File: config.mk
export PLATFORM = sky130hd
export DESIGN_NAME = instr_fetch
export DESIGN_NICKNAME = d
export VERILOG_FILES = /design/src/rtl/instr_fetch.sv
export SDC_FILE = /design/constraint.sdc
export NUM_CORES = 1
export LEC_CHECK = 0
export ABC_AREA = 0
export CAP_MARGIN = 20
export CORE_ASPECT_RATIO = 0.5
export CORE_UTILIZATION = 55
export DETAILED_ROUTE_END_ITERATION = 16
export PLACE_DENSITY = 0.81
export SYNTH_ARGS = -nofsm -noshare
export SYNTH_HDL_FRONTEND = slang
export SYNTH_SLANG_ARGS = --single-unit
File: constraint.sdc
create_clock -name clk -period 13.35 [get_ports clk]
set_input_delay 1.335 -clock clk [delete_from_list [all_inputs] [get_ports clk]]
set_output_delay 1.335 -clock clk [all_outputs]
set_load 0.05 [all_outputs]
File: src/rtl/instr_fetch.sv
// -----------------------------------------------------------------------------
// instr_fetch
//   Instruction fetch front end. It issues one word-aligned request at a time
//   to instruction memory and buffers the returned words, with their byte
//   addresses, in a 2-entry FIFO. The head of that FIFO feeds decode. A
//   redirect (PCSrc) flushes the FIFO and restarts fetch at BranchTarget. If a
//   request is still waiting for IReady when the redirect arrives, its response
//   is discarded.
//
// Ports
//   clk           in   clock; all state updates on the rising edge
//   reset         in   synchronous reset, active low
//   PCSrc         in   redirect strobe, valid for one cycle
//   BranchTarget  in   redirect byte address (bits [1:0] ignored)
//   Stall         in   decode cannot take the head instruction this cycle
//   IReq          out  instruction-memory request valid
//   IAddr         out  word-aligned instruction-memory address
//   IReady        in   memory accepts the request, IRdata valid this cycle
//   IRdata        in   returned instruction word
//   InstrValid    out  head instruction present
//   Instr         out  head instruction word (zero when empty)
//   Cond/Op/Funct/Rd  out  decoder fields of the head instruction
//   PCPlus8       out  head byte address + 8 (RESET_PC + 8 when empty)
// -----------------------------------------------------------------------------
module instr_fetch #(
  parameter logic [31:0] RESET_PC = 32'h0000_0000
) (
  input  logic        clk,
  input  logic        reset,
  input  logic        PCSrc,
  input  logic [31:0] BranchTarget,
  input  logic        Stall,
  output logic        IReq,
  output logic [31:0] IAddr,
  input  logic        IReady,
  input  logic [31:0] IRdata,
  output logic        InstrValid,
  output logic [31:0] Instr,
  output logic [3:0]  Cond,
  output logic [1:0]  Op,
  output logic [4:0]  Funct,
  output logic [3:0]  Rd,
  output logic [31:0] PCPlus8
);

  typedef enum logic [1:0] {
    S_IDLE = 2'd0,
    S_REQ  = 2'd1,
    S_DROP = 2'd2
  } state_t;

  state_t      state_q, state_d;
  logic        ireq_q, ireq_d;
  logic [31:0] pc_q, pc_d;       // address of the request being issued
  logic [31:0] tgt_q, tgt_d;     // redirected PC held while a response is dropped
  logic [1:0]  cnt_q, cnt_d;
  logic [31:0] instr0_q, instr0_d, addr0_q, addr0_d;   // slot 0 is the head
  logic [31:0] instr1_q, instr1_d, addr1_q, addr1_d;

  logic        pop;
  logic        push;
  logic [1:0]  cnt_after_pop;
  logic [31:0] target;

  // Low bits of the branch target are dropped by word alignment.
  logic unused_tgt_bits;
  assign unused_tgt_bits = ^BranchTarget[1:0];

  assign target        = {BranchTarget[31:2], 2'b00};
  assign pop           = (cnt_q != 2'd0) && !Stall;
  assign cnt_after_pop = cnt_q - {1'b0, pop};

  always_comb begin
    state_d  = state_q;
    pc_d     = pc_q;
    tgt_d    = tgt_q;
    push     = 1'b0;
    cnt_d    = cnt_q;
    instr0_d = instr0_q;
    addr0_d  = addr0_q;
    instr1_d = instr1_q;
    addr1_d  = addr1_q;

    unique case (state_q)
      S_IDLE: begin
        if (PCSrc) begin
          state_d = S_REQ;
          pc_d    = target;
        end else if (cnt_after_pop < 2'd2) begin
          state_d = S_REQ;
        end
      end
      S_REQ: begin
        if (PCSrc) begin
          if (IReady) begin
            // Response arriving alongside the redirect is on the wrong path.
            pc_d    = target;
            state_d = S_REQ;
          end else begin
            // Request still outstanding: keep IAddr stable, discard later.
            tgt_d   = target;
            state_d = S_DROP;
          end
        end else if (IReady) begin
          push    = 1'b1;
          pc_d    = pc_q + 32'd4;
          // After this push the FIFO holds cnt_after_pop + 1 entries.
          state_d = (cnt_after_pop == 2'd0) ? S_REQ : S_IDLE;
        end
      end
      S_DROP: begin
        if (IReady) begin
          state_d = S_REQ;
          pc_d    = PCSrc ? target : tgt_q;
        end else if (PCSrc) begin
          tgt_d   = target;
        end
      end
      default: state_d = S_IDLE;
    endcase

    // FIFO: pop shifts slot 1 into slot 0, push lands after what remains.
    if (PCSrc) begin
      cnt_d = 2'd0;
    end else begin
      if (pop) begin
        instr0_d = instr1_q;
        addr0_d  = addr1_q;
      end
      if (push) begin
        if (cnt_after_pop == 2'd0) begin
          instr0_d = IRdata;
          addr0_d  = pc_q;
        end else begin
          instr1_d = IRdata;
          addr1_d  = pc_q;
        end
      end
      cnt_d = cnt_after_pop + {1'b0, push};
    end

    ireq_d = (state_d != S_IDLE);
  end

  always_ff @(posedge clk) begin
    instr0_q <= instr0_d;
    addr0_q  <= addr0_d;
    instr1_q <= instr1_d;
    addr1_q  <= addr1_d;
    tgt_q    <= tgt_d;
    if (!reset) begin
      state_q <= S_IDLE;
      ireq_q  <= 1'b0;
      pc_q    <= RESET_PC;
      cnt_q   <= 2'd0;
    end else begin
      state_q <= state_d;
      ireq_q  <= ireq_d;
      pc_q    <= pc_d;
      cnt_q   <= cnt_d;
    end
  end

  assign IReq       = ireq_q;
  assign IAddr      = pc_q;
  assign InstrValid = (cnt_q != 2'd0);
  // Gate the head with valid so stale slot contents never reach decode.
  assign Instr      = InstrValid ? instr0_q : 32'd0;
  assign Cond       = Instr[31:28];
  assign Op         = Instr[27:26];
  assign Funct      = Instr[24:20];
  assign Rd         = Instr[15:12];
  assign PCPlus8    = (InstrValid ? addr0_q : RESET_PC) + 32'd8;

endmodule

Word level (Yosys, flattened, before mapping) --
Index checks and enable logic that the tools add are counted.
Storage, ports and cells: input port bits 69, logic and storage cells 67, bits in registers 197
Cells by class: $add $sub $neg 4, muxes and demuxes 30, reduce and logical (&&, ||, !) cells 12, equality and inequality tests 8, bitwise logic cells 3, order comparisons 1
Operators with widths (number):
- 2-to-1 mux 32 bit | 17
- one-hot mux 32 bit (3 select lines) | 1
- one-hot mux 32 bit (2 select lines) | 1
- adder 32 x 3 -> 32 bit (second input constant) | 1
- adder 32 x 4 -> 32 bit (second input constant) | 1
- 2-to-1 mux 2 bit | 6
- != test 2 bit (second input constant) | 6
- AND reduction 4 bit | 2
- one-hot mux 2 bit (3 select lines) | 1
- nonzero test 2 bit | 3
- logical NOT 2 bit | 2
- 2-to-1 mux 1 bit | 4
- NOT 1 bit | 3
- AND reduction 3 bit | 1
- nonzero test 3 bit | 1
- adder 2 x 1 -> 2 bit | 1
- equality test 2 x 1 -> 1 bit (second input constant) | 1
- equality test 2 bit (second input constant) | 1
- < comparator 2 bit (second input constant) | 1
- OR reduction 2 bit | 1
- subtractor 2 x 1 -> 2 bit | 1
- logical AND 1 bit | 1
- logical NOT 1 bit | 1

Depth between registers and ports, before layout --
Gate-level depths: netlist of the first run.
word-level depth 9, mapped depth 12

Worst setup path before layout of the first run --
No wires, ideal clock.
kind input port to flip-flop, from input port Stall, to register addr1_q[0] (enable), arrival time 5.051 ns, setup time 0.487 ns, slack 7.813 ns, data required time 12.863 ns, stages 5, cell sequence nor2_1 -> buf_1 -> ha_1 -> nor2b_1 -> nor2_1
On the way: longest elaborated chain between the ends 6
Ends and longest elaborated chain:
- start, declared | line 32 | input logic Stall,
- logical NOT 1 bit | line 70 | assign pop = (cnt_q != 2'd0) && !Stall;
- logical AND 1 bit | line 70
- subtractor 2 x 1 -> 2 bit | line 71 | assign cnt_after_pop = cnt_q - {1'b0, pop};
- logical NOT 2 bit | line 131 | if (cnt_after_pop == 2'd0) begin
- NOT 1 bit (no source line)
- AND reduction 3 bit (no source line)
- end signal, assigned | line 149 | addr1_q <= addr1_d;
- end, declared | line 58 | logic [31:0] instr1_q, instr1_d, addr1_q, addr1_d;
No other way between the ends. A chain may end at the register's enable or synchronous reset.

Final worst setup path of the first run --
from register cnt_q[1], to output port PCPlus8[31]
On the way: longest elaborated chain between the ends 3
Ends and longest elaborated chain:
- start, declared | line 56 | logic [1:0] cnt_q, cnt_d;
- start signal, assigned | line 160 | cnt_q <= cnt_d;
- nonzero test 2 bit | line 166 | assign InstrValid = (cnt_q != 2'd0);
- 2-to-1 mux 32 bit | line 173 | assign PCPlus8 = (InstrValid ? addr0_q : RESET_PC) + 32'd8;
- adder 32 x 4 -> 32 bit | line 173
- end, declared | line 43 | output logic [31:0] PCPlus8
No other way between the ends.

==> out/summary.md, run 1 <==
The core region is 18400 um^2. After detailed placement, the design holds a cell count of 1395. In the layout the commonest cells are sky130_fd_sc_hd__nand2_1, sky130_fd_sc_hd__clkdlybuf4s50_1, sky130_fd_sc_hd__edfxtp_1.

CTS saw 197 sinks. Yosys mapped the design onto 67 distinct sky130hd cell types. The endpoint identified for the worst register-to-register timing path is instr0_q[22].

For this run, global-route usage on met3 was measured as 4.76%. Along the worst path, the maximum fanout reaches 22. The run gives 26900 um as the post-detailed-routing wire length. The synthesized netlist occupies a cell area of 10400 um^2. The xor and xnor area share after synthesis was 2.54%; the aggregate global routing overflow was 0. The peak supply drop was 0.0000924 V.

The sequential share of power came out at 49.4%. Worst hold path endpoint: tgt_q[25]. Final hold violation count: 0.

The number of I/O port buffers was 179; the global-route wire length before repair was 42600 um. The internal power of the cells totals 0.00106 W. The Yosys step of the flow raised 0 warnings. In this run the horizontal extent of the chip is 196 um. The synthesized netlist devotes 12.8% of its cell area to compound gates. Switching power: 0.000470 W.

For this design the static power due to leakage is 4.24 nW. The min-delay analysis places its worst path in the category reg -> reg. The run gives 13.1 ps as the maximum clock skew at final layout. After Yosys synthesis, and, or, nand and nor cells account for 19.1% of the synthesized area.

The routed via count divided by cell count is 6.00, and the number of instances on the worst hold path is 2. The tools report the kind of launch point of the worst setup path as a register. The slew at the pin with the worst max-slew slack was 1130 ps; the starting DRC count in detailed routing was 961. The flow ran to the end, and the final reports show no timing, DRC or antenna violations.

Post-CTS repair changed the size of 0 cells. After synthesis, the mean cell area works out to 10.1 um^2. The logs give 0 for the post-CTS repair timing setup buffer count and 1027 for the instance count of the mapped netlist. The critical path capture point type is an output port. The tools report the maximum achievable frequency as 0.176 GHz.

The clock period could shrink to 5670 ps. In the global route stage, met2 resource usage came out at 45.9%. The ratio of cells with drive above 1 in the final layout is 5.73%. TritonCTS built the clock tree. The clock latency on the worst-skew pair is 440 ps, and the detailed-route wire length per cell is 18.8 um. The tools report the initial standard-cell utilization of the core as 56.2%.

Setup repair after global routing left no endpoint under its margin. Launching point of the worst reg2reg path: cnt_q[1]. The final max-slew violation count came out at 0.

Adding up every negative setup slack in the final design gives 0 ps. In this run the most used layer during global routing was met2. The logs give 28.0% for the overall fraction of global-route tracks in use and 1428 for the number of standard cells in the layout, taps in and fillers out. Setup violations remaining at the end of the flow were counted as 0. The logs give 114 for the largest net degree at the start of global routing and 17900 um for the post-DP HPWL. The number of buffers between clock root and the deepest sink was 2. By startpoint and endpoint, the worst setup path is classified as reg -> out.

For this run, the detailed router's first-pass iteration total came to 7. The number of cells on the worst reg-to-reg path is 9. The logs give 19400 um^2 for the overall die area and 9590 ps for the worst setup slack for register-to-register paths. In the synthesized netlist the async set-or-reset flop fraction comes to 0%. The H-tree was split into 4 levels. The run gives 37.4% as the fraction of met1 tracks used by global routing.

The die is 99.1 um tall. The area overhead of the layout relative to synthesis works out to 24.0%. The worst endpoint required time was 12020 ps; the area share of the leading cell type in the synthesized netlist was 46.4%. In this run the most critical hold path is launched from tgt_q[25].

Row count: 35. The relative slew slack was 24.8%; the total number of vias was 8575. The biggest area contributor in the post-synthesis netlist is sky130_fd_sc_hd__edfxtp_1. The antenna diode instance count was 0; the number of antenna violations at the first check in global routing was 0. The run gives 1104 as the total nets after synthesis. Sequential cells were found to cover 53.5% of the synthesized design area. In the routed design, unresolved DRC markers number 0.

The number of synthesized flops with an enable pin came out at 160. The power density over cell area was 119 nW/um^2. The clock network accounts for 34.4% of the total power. 182 I/O pins were placed.

The combinational family with the most area after synthesis is simple AND/OR/NAND/NOR gates. The switching share of power came out at 30.8%. The most used flip-flop cell after synthesis is sky130_fd_sc_hd__edfxtp_1. The share of the cycle needed by the critical path after routing was 42.5%.

The final non-filler cell area came out at 12900 um^2. At the end of routability-driven placement, the weighted congestion stood at 0.879. Clock tree synthesis selected as its root buffer the cell sky130_fd_sc_hd__clkbuf_16. Ranked by total cell area, the synthesized netlist is headed by sky130_fd_sc_hd__edfxtp_1, sky130_fd_sc_hd__dfxtp_1, sky130_fd_sc_hd__nand2_1. At the end of the flow, the number of nets in the layout was 1233.

The number of buffers added by the clock tree synthesis step was 17; the proportion of synthesized area in mux cells was 6.58%. Cell area after placement: 12200 um^2. The number of register bits inferred by synthesis works out to 197. Number of global-route vias before repair: 8170.

Data arrival time of the critical path: 4340 ps. The share of synthesized cell area in full adder, half adder and majority cells was 0.966%; the combinational share of power was 16.1%. The clock transition at the register clock pins on the worst setup and hold paths after CTS was 80 ps. The run gives 0 as the hold-fix buffer count after cts. Across the run, the number of max-cap violations was 0. The count of nets left with antenna violations once routing finished came out at 0.
[worst max path at each step]
| stage | to | slack, ps | cells after the start | startpoint |
|---|---|---|---|---|
| 3_3_place_gp | PCPlus8[31] | 8160 | 10 | cnt_q[1] |
| 5_1_grt | PCPlus8[31] | 7340 | 10 | cnt_q[1] |
| 6_report | PCPlus8[31] | 7680 | 10 | cnt_q[1] |
| 3_5_place_dp | PCPlus8[31] | 8150 | 10 | cnt_q[1] |
| 2_1_floorplan | addr1_q[0] | 7810 | 5 | Stall |
| 4_1_cts | PCPlus8[31] | 7660 | 10 | cnt_q[1] |
[logic make-up (layout without fill, tap and decap cells)]
logic type | after synthesis | in the layout
and+or+nand+nor | 417 | 417
AOI/OAI and AO/OA | 204 | 204
DFF | 197 | 197
buffers and inverters | 103 | 245
muxes | 68 | 68
xor gates and xnor gates | 30 | 30
adders and majority gates | 8 | 8
[worst max-delay path, stage by stage, from the launching register on]
cell	delay, ps
sky130_fd_sc_hd__dfxtp_1	530
sky130_fd_sc_hd__nor2_1	90
sky130_fd_sc_hd__buf_4	230
sky130_fd_sc_hd__inv_1	370
sky130_fd_sc_hd__and2_1	230
sky130_fd_sc_hd__ha_1	250
sky130_fd_sc_hd__o211ai_1	140
sky130_fd_sc_hd__nor4_2	760
sky130_fd_sc_hd__nand3_1	190
sky130_fd_sc_hd__o21ai_0	220
sky130_fd_sc_hd__clkdlybuf4s50_1	890
[synth_stat cells, types with 4 or more instances]
library cell / instances
sky130_fd_sc_hd__a21oi_1: 13
sky130_fd_sc_hd__a221o_1: 15
sky130_fd_sc_hd__a221oi_1: 6
sky130_fd_sc_hd__a22o_1: 4
sky130_fd_sc_hd__a31oi_1: 10
sky130_fd_sc_hd__and2_1: 43
sky130_fd_sc_hd__and3_1: 7
sky130_fd_sc_hd__and4_1: 4
sky130_fd_sc_hd__buf_1: 4
sky130_fd_sc_hd__buf_2: 19
sky130_fd_sc_hd__buf_4: 15
sky130_fd_sc_hd__clkbuf_1: 46
sky130_fd_sc_hd__dfxtp_1: 37
sky130_fd_sc_hd__edfxtp_1: 160
sky130_fd_sc_hd__ha_1: 8
sky130_fd_sc_hd__inv_1: 19
sky130_fd_sc_hd__mux2i_1: 67
sky130_fd_sc_hd__nand2_1: 179
sky130_fd_sc_hd__nand2b_1: 5
sky130_fd_sc_hd__nand3_1: 38
sky130_fd_sc_hd__nand4_1: 15
sky130_fd_sc_hd__nor2_1: 68
sky130_fd_sc_hd__nor3_1: 17
sky130_fd_sc_hd__nor4_1: 11
sky130_fd_sc_hd__o211ai_1: 9
sky130_fd_sc_hd__o21ai_0: 102
sky130_fd_sc_hd__o22ai_1: 5
sky130_fd_sc_hd__or2_2: 4
sky130_fd_sc_hd__or3_1: 4
sky130_fd_sc_hd__or4_1: 6
sky130_fd_sc_hd__xnor2_1: 16
sky130_fd_sc_hd__xor2_1: 14
[metrics by stage]
stage	power [W]	hold WS [ps]	utilization, %	worst slack [ps]
6_report	0.00153	546	69.7	7680
5_1_grt	0.00158	563	69.7	7340
4_1_cts	0.00153	541	69.6	7660
3_5_place_dp	0.00101	521	66.3	8150
3_3_place_gp	0.00100	514	66.3	8160
2_1_floorplan	0.000911	497	-	7810
[per-layer routing]
metal,share of wire [%],vias up
li1,-,4006
met1,43,4066
met2,46,438
met3,8.7,65
met4,2.2,0
met5,0,-
[final cells by class]
cell class / count / area, um^2
clock buffers: 17 / 425
clock inverters: 15 / 183
fillers: 1334 / 5590
inverters: 19 / 71.3
multi-input cells: 727 / 4380
flip-flops and latches: 197 / 5550
well taps: 259 / 324
repair buffers: 194 / 1920
[registers in the layout (all words and copies together) (netlist names)]
signal	cells
IReq	1
tgt_q	32
addr1_q	32
cnt_q	2
addr0_q	32
instr0_q	32
instr1_q	32
IAddr	32
state_q	2
[power by group through the flow]
stage	Sequential, W	Combinational (W)	Clock, W
5_1_grt	0.000759	0.000264	0.000553
3_3_place_gp	0.000763	0.000238	0
4_1_cts	0.000752	0.000245	0.000530
2_1_floorplan	0.000786	0.000126	0
3_5_place_dp	0.000766	0.000244	0
6_report	0.000755	0.000246	0.000525
(Power assumes the default switching activity.)
==> run 2, diff against run 1 <==
--- a/config.mk
+++ b/config.mk
@@ -8,9 +8,9 @@
 export ABC_AREA = 0
 export CAP_MARGIN = 20
 export CORE_ASPECT_RATIO = 0.5
-export CORE_UTILIZATION = 55
+export CORE_UTILIZATION = 54
 export DETAILED_ROUTE_END_ITERATION = 16
-export PLACE_DENSITY = 0.81
+export PLACE_DENSITY = 0.79
 export SYNTH_ARGS = -nofsm -noshare
 export SYNTH_HDL_FRONTEND = slang
 export SYNTH_SLANG_ARGS = --single-unit
==> constraint.sdc (replaced) <==
create_clock -name clk -period 5.75 [get_ports clk]
set_input_delay 0.575 -clock clk [delete_from_list [all_inputs] [get_ports clk]]
set_output_delay 0.575 -clock clk [all_outputs]
set_load 0.05 [all_outputs]
==> out/summary.md, run 2 (synthesized netlist as in run 1, its figures left out) <==
The run finished with clean final reports. In the layout the commonest cells are sky130_fd_sc_hd__nand2_1, sky130_fd_sc_hd__clkdlybuf4s50_1, sky130_fd_sc_hd__edfxtp_1. For this block, the routed nets add up to 27500 um of wire.

The number of global-route vias before repair is 7921, and the leakage power summed over all cells is 4.21 nW. The detailed-route wire length per cell was 19.2 um; the switching share of power was 30.0%. TritonCTS built the clock tree. Dividing the final minimum period by the clock period gives 89.9%. The post-route setup TNS was 0 ps; the max capacitance violation total was 0.

The first global-routing pass estimated 42800 um of wire. The row count came out at 35. The number of top-level pins is 182. The final critical path time including I/O delays and setup came out at 5170 ps.

Setup repair after global routing left no endpoint under its margin. The final estimated routing congestion in global placement was 0.863; the routed via count divided by cell count was 6.01. The hold-fix buffer count after cts is 0. Timing would allow up to 0.194 GHz. The run gives 0 as the final setup violation count.

VDD sags by at most 0.000245 V. The global routing usage on met3 is 5.07%, and the area overhead of the layout relative to synthesis is 23.6%. The H-tree was split into 4 levels. The critical path in this run is classified as reg -> out.

0 antenna diodes ended up in the layout. The clock drives 197 sinks. For the final max-slew violation count, the log shows 0. Traced cell by cell, the critical path runs through nor2_1, buf_4, inv_1, and2_1, ha_1, o211ai_1, nor4_2, nand3_1, xor2_1, nor2_1, clkdlybuf4s50_1. Data arrives at the worst endpoint at 4590 ps.

In this run the remaining antenna-violating nets after routing total 0. Counting the buffers created by CTS gives 17. After clock tree synthesis, the clock-pin slew on the worst setup and hold paths is 70 ps. At the end of the flow the core is filled with cells to 68.8%.

Clock skew on the completed layout was measured at 9.43 ps. The tools report the placed instance count as 1396. The run gives 45.1% as the routing usage on met2. For the final-layout worst hold slack, the log shows 543 ps. Design internal power: 0.00243 W. For this run the aggregate overflow at the end of global routing stands at 0. Entering global routing, the biggest net connects 109 pins.

Global routing used 28.1% of the available tracks. The die is 100 um tall. Width of the die: 198 um.

For the switching power, the log shows 0.00104 W. Clock root buffer: sky130_fd_sc_hd__clkbuf_16. For the relative slew slack, the log shows 23.3%. The total of cells resized after clock tree synthesis was 0; the worst slack at placement was 1040 ps.

The global routing stage identified its most utilized layer as met2. The run gives 0 as the final hold violation count. Across all register-to-register paths, the minimum setup slack is 2930 ps. For this run, the post-layout net count is 1235. After legalization and detailed placement, the total HPWL measured 18000 um.

For the number of standard cells in the layout, taps in and fillers out, the log shows 1430. The pre-antenna-repair detailed-routing pass consisted of 6 iterations. The later pin in the worst-skew pair is clocked with a latency of 430 ps. Critical path capture point type: an output port.

The tightest min-delay check is of the reg -> reg type. The placeable core region is 18600 um^2. The tools report the clock network fraction of total power as 32.9%. Buffers placed on the I/O ports in this run total 179. Of the total power, combinational logic draws 16.6%. For this run, global-route usage on met1 was measured as 39.4%.

Counting along the longest clock path gives a buffer depth of 2. After detailed routing, the number of remaining DRC violations is 0. Of the cells placed in the final design, the portion with a size suffix greater than 1 is 5.81%. The cell with the largest stage delay on the worst path was sky130_fd_sc_hd__clkdlybuf4s50_1. The run gives 19800 um^2 as the overall die area. STA classifies the critical path startpoint as a register. The run gives 0 as the number of antenna violations at the first check in global routing. The logs give 0 for the post-CTS repair timing setup buffer count and 50.6% for the sequential share of power. The maximum single-stage delay on the critical path came out at 820 ps. The worst endpoint required time was 5180 ps. For the pin with the worst max-slew slack, the measured transition is 1150 ps. The power density over cell area was 271 nW/um^2; the total number of vias was 8592. The maximum fanout along the worst path was 27; the starting DRC count in detailed routing was 903. The dominant cell type by count on the critical path was sky130_fd_sc_hd__nor2_1. Setup slack on the critical path of the routed design comes to 583 ps.

The run gives 55.7% as the initial standard-cell utilization of the core.
==> run 2: cell count changes in the layout (fill, tap and decap cells not counted), sizes merged <==
cell	delta
clkinv	-2
inv	-2
clkinvlp	+3
buf	+2
clkbuf	+1
==> run 2: layout make-up <==
| cell class | instances | area, um^2 |
|---|---|---|
| multi-input cells | 727 | 4380 |
| well taps | 259 | 324 |
| inverters | 19 | 71.3 |
| clock buffers | 18 | 429 |
| clock inverters | 14 | 116 |
| flip-flops and latches | 197 | 5550 |
| fillers | 1395 | 5800 |
| repair buffers | 196 | 1940 |
==> run 2: worst max-delay path, delay by kind of cell (launching register included) <==
kind	cells	cell delay (ps)
buffers and inverters	3	1610
and+or+nand+nor	5	1450
DFF	1	510
adders and majority gates	1	260
xor gates and xnor gates	1	200
AOI/OAI and AO/OA	1	130
==> run 2: final timing paths <==
| kind | startpoint | endpoint | cells past startpoint |
|---|---|---|---|
| max | cnt_q[1] | PCPlus8[29] | 11 |
| min | tgt_q[6] | tgt_q[6] | 2 |
| max reg2reg | state_q[1] | IAddr[8] | 8 |
| min reg2reg | tgt_q[6] | tgt_q[6] | 2 |
==> run 2: per-stage QoR <==
stage                     cell area, um^2  total power [W]
after global placement              12200          0.00233
after CTS                           12800          0.00347
after floorplan                     10400          0.00212
after detailed placement            12200          0.00235
after global routing                12800          0.00359
final                               12800          0.00347
==> run 2: per-layer routing <==
| metal | part of all wire (%) | wire, um |
|---|---|---|
| met4 | 0.96 | 263 |
| met5 | 0 | 0 |
| met2 | 46 | 12800 |
| met1 | 44 | 12200 |
| met3 | 8.2 | 2270 |
==> run 2: power by group through the flow <==
stage               registers (W)  logic (W)  clock network, W
finish                    0.00175   0.000575           0.00114
global route              0.00176   0.000614           0.00121
CTS                       0.00175   0.000572           0.00115
detailed placement        0.00178   0.000570                 0
global placement          0.00177   0.000556                 0
floorplan                 0.00182   0.000292                 0
==> run 3, diff against run 2 <==
--- a/config.mk
+++ b/config.mk
@@ -8,9 +8,11 @@
 export ABC_AREA = 0
 export CAP_MARGIN = 20
 export CORE_ASPECT_RATIO = 0.5
+export CORE_MARGIN = 8
 export CORE_UTILIZATION = 54
 export DETAILED_ROUTE_END_ITERATION = 16
 export PLACE_DENSITY = 0.79
+export SKIP_CTS_REPAIR_TIMING = 1
 export SYNTH_ARGS = -nofsm -noshare
 export SYNTH_HDL_FRONTEND = slang
 export SYNTH_SLANG_ARGS = --single-unit
==> out/summary.md, run 3 (synthesized netlist as in run 1, its figures left out) <==
For this configuration, the core starts out at a cell density of 55.7%. After clock tree synthesis, the clock-pin slew on the worst setup and hold paths is 80 ps. The share of total power dissipated in combinational logic is 16.4%.

In this run switching power makes up 30.7% of total power. Number of antenna violations at the first check in global routing: 0. Of the total power, registers draw 49.7%. The detailed router finished its first iteration with 997 violations. The logs give 0 for the max capacitance violation total and 450 ps for the clock latency on the worst-skew pair.

Leakage power summed over all cells: 4.24 nW. The run gives 33.9% as the clock network fraction of total power. Entering global routing, the biggest net connects 69 pins. After detailed routing, the total wire length is 28600 um. The data arrival time of the critical path is 4340 ps, and the total number of vias is 8571. The logs give 4 for the depth of the CTS H-tree and 0 for the final hold violation count. The overall fraction of global-route tracks in use was 23.3%. The first detailed-routing pass ran for 8 iterations. The number of placed instances, taps included, is 1397. Clock skew on the completed layout was measured at 18.9 ps. After filler insertion, the fill cell instance count of the layout stands at 1393.

Setup violations remaining at the end of the flow were counted as 0. For the number of top-level pins, the log shows 182. The worst path needs 4920 ps of the cycle, external delays included.

The tools report the antenna diode instance count as 0. The type of the worst min-delay path was reg -> reg. The clock passes through at most 2 buffers.

After detailed routing, the average wire length per cell comes to 20.0 um. The tools report the relative slew slack as 22.3%. Setup repair after global routing left no endpoint under its margin.

The global-route wire length before repair came out at 45200 um. The run finished with clean final reports. The detail route stage leaves a number of antenna-violating nets equal to 0. Summed over all nets, the switching power comes to 0.00108 W. Across the VDD grid, the largest voltage drop is 0.000209 V. Summed over all layers, the global routing overflow is 0.

The area overhead of the layout relative to synthesis is 24.0%. Post-route setup TNS: 0 ps. The maximum fanout along the worst path is 22.

Clock tree synthesis selected as its root buffer the cell sky130_fd_sc_hd__clkbuf_16. The design internal power is 0.00244 W, and the overall die area is 24200 um^2. Of the cells placed in the final design, the portion with a size suffix greater than 1 is 5.98%.

After the last flow step, the layout net total stands at 1235. The worst endpoint required time is 5180 ps. The width of the die is 212 um, and the clock sink total is 197.

The post-DP HPWL came out at 19600 um. In the final layout, flip-flops and latches occupy 5550 um^2. Timing would allow up to 0.203 GHz. The floorplan step set the die height to 114 um. The library cells used most frequently in the layout, excluding fill and tap cells, are sky130_fd_sc_hd__nand2_1, sky130_fd_sc_hd__clkdlybuf4s50_1, sky130_fd_sc_hd__edfxtp_1.

The final-layout worst hold slack is 548 ps. STA classifies the critical path startpoint as a register. At the pin with the least slew margin, the transition time is 1170 ps.

The worst path uses 85.6% of the clock period. In this run the core area contains 35 standard-cell rows. At the end of routability-driven placement, the weighted congestion stood at 0.887.

The critical path is of the reg -> out type. The run gives 0 as the final max-slew violation count. The number of I/O port buffers was 179; the overall power after layout was 0.00353 W. After detailed routing, the number of remaining DRC violations is 0. TritonCTS built the clock tree. Critical path capture point type: an output port. After floorplanning, the core was sized to cover 18600 um^2.

Power spread over the standard cell area amounts to 274 nW/um^2. The routed via count divided by cell count was 5.99; the number of buffers added by the clock tree synthesis step was 17. The logs give 8317 for the number of global-route vias before repair and 1430 for the number of standard cells in the layout, taps in and fillers out. The run gives 4380 um^2 as the area used by multi-input combinational logic.
[run 3: changes by cell type in the layout (fill, tap and decap cells not counted), sizes merged]
cell and delta:
inv +1, clkbuf -1, clkinvlp -1, clkinv +1
[run 3: final timing paths]
path / depth (start not counted) / startpoint / slack, ps / endpoint
min: 2 / tgt_q[4] / 550 / tgt_q[4]
min reg2reg: 2 / tgt_q[4] / 550 / tgt_q[4]
max reg2reg: 6 / state_q[1] / 2970 / IAddr[7]
max: 11 / cnt_q[1] / 830 / PCPlus8[19]
[run 3: critical path: stages, from the launching register on]
cell and delay, ps:
sky130_fd_sc_hd__dfxtp_1 530, sky130_fd_sc_hd__nor2_2 80, sky130_fd_sc_hd__buf_4 220, sky130_fd_sc_hd__inv_1 330, sky130_fd_sc_hd__and2_1 210, sky130_fd_sc_hd__ha_1 230, sky130_fd_sc_hd__o211ai_1 120, sky130_fd_sc_hd__nor4_2 780
sky130_fd_sc_hd__nand3_1 180, sky130_fd_sc_hd__xor2_1 170, sky130_fd_sc_hd__nor2_1 190, sky130_fd_sc_hd__clkdlybuf4s50_1 850
[run 3: layer usage]
| layer | share of wire [%] | track usage (%) |
|---|---|---|
| met3 | 9.4 | 5.34 |
| met5 | 0 | 0 |
| met4 | 1.7 | 7.14 |
| met1 | 42 | 31.3 |
| met2 | 47 | 37.2 |
[run 3: stage by stage]
stage	utilization, %	area (um^2)	setup WS, ps
2_1_floorplan	-	10400	973
3_3_place_gp	65.8	12200	1360
3_5_place_dp	65.8	12200	1310
4_1_cts	68.9	12800	832
5_1_grt	69.1	12900	550
6_report	69.1	12900	831
[run 3: power groups by stage]
stage,combinational [W],sequential (W),clock [W]
detailed placement,0.000575,0.00178,0
floorplan,0.000292,0.00182,0
CTS,0.000577,0.00175,0.00121
global placement,0.000559,0.00177,0
finish,0.000578,0.00175,0.00120
global route,0.000618,0.00176,0.00127
[run 3: layout make-up]
cell class                 instances  share of cell area, %
sequential                       197                   43.1
multi-input combinational        727                   34.1
timing repair buffer             196                   15.2
clock buffer                      17                   3.31
tap                              259                   2.52
clock inverter                    15                   1.24
inverter                          19                  0.555
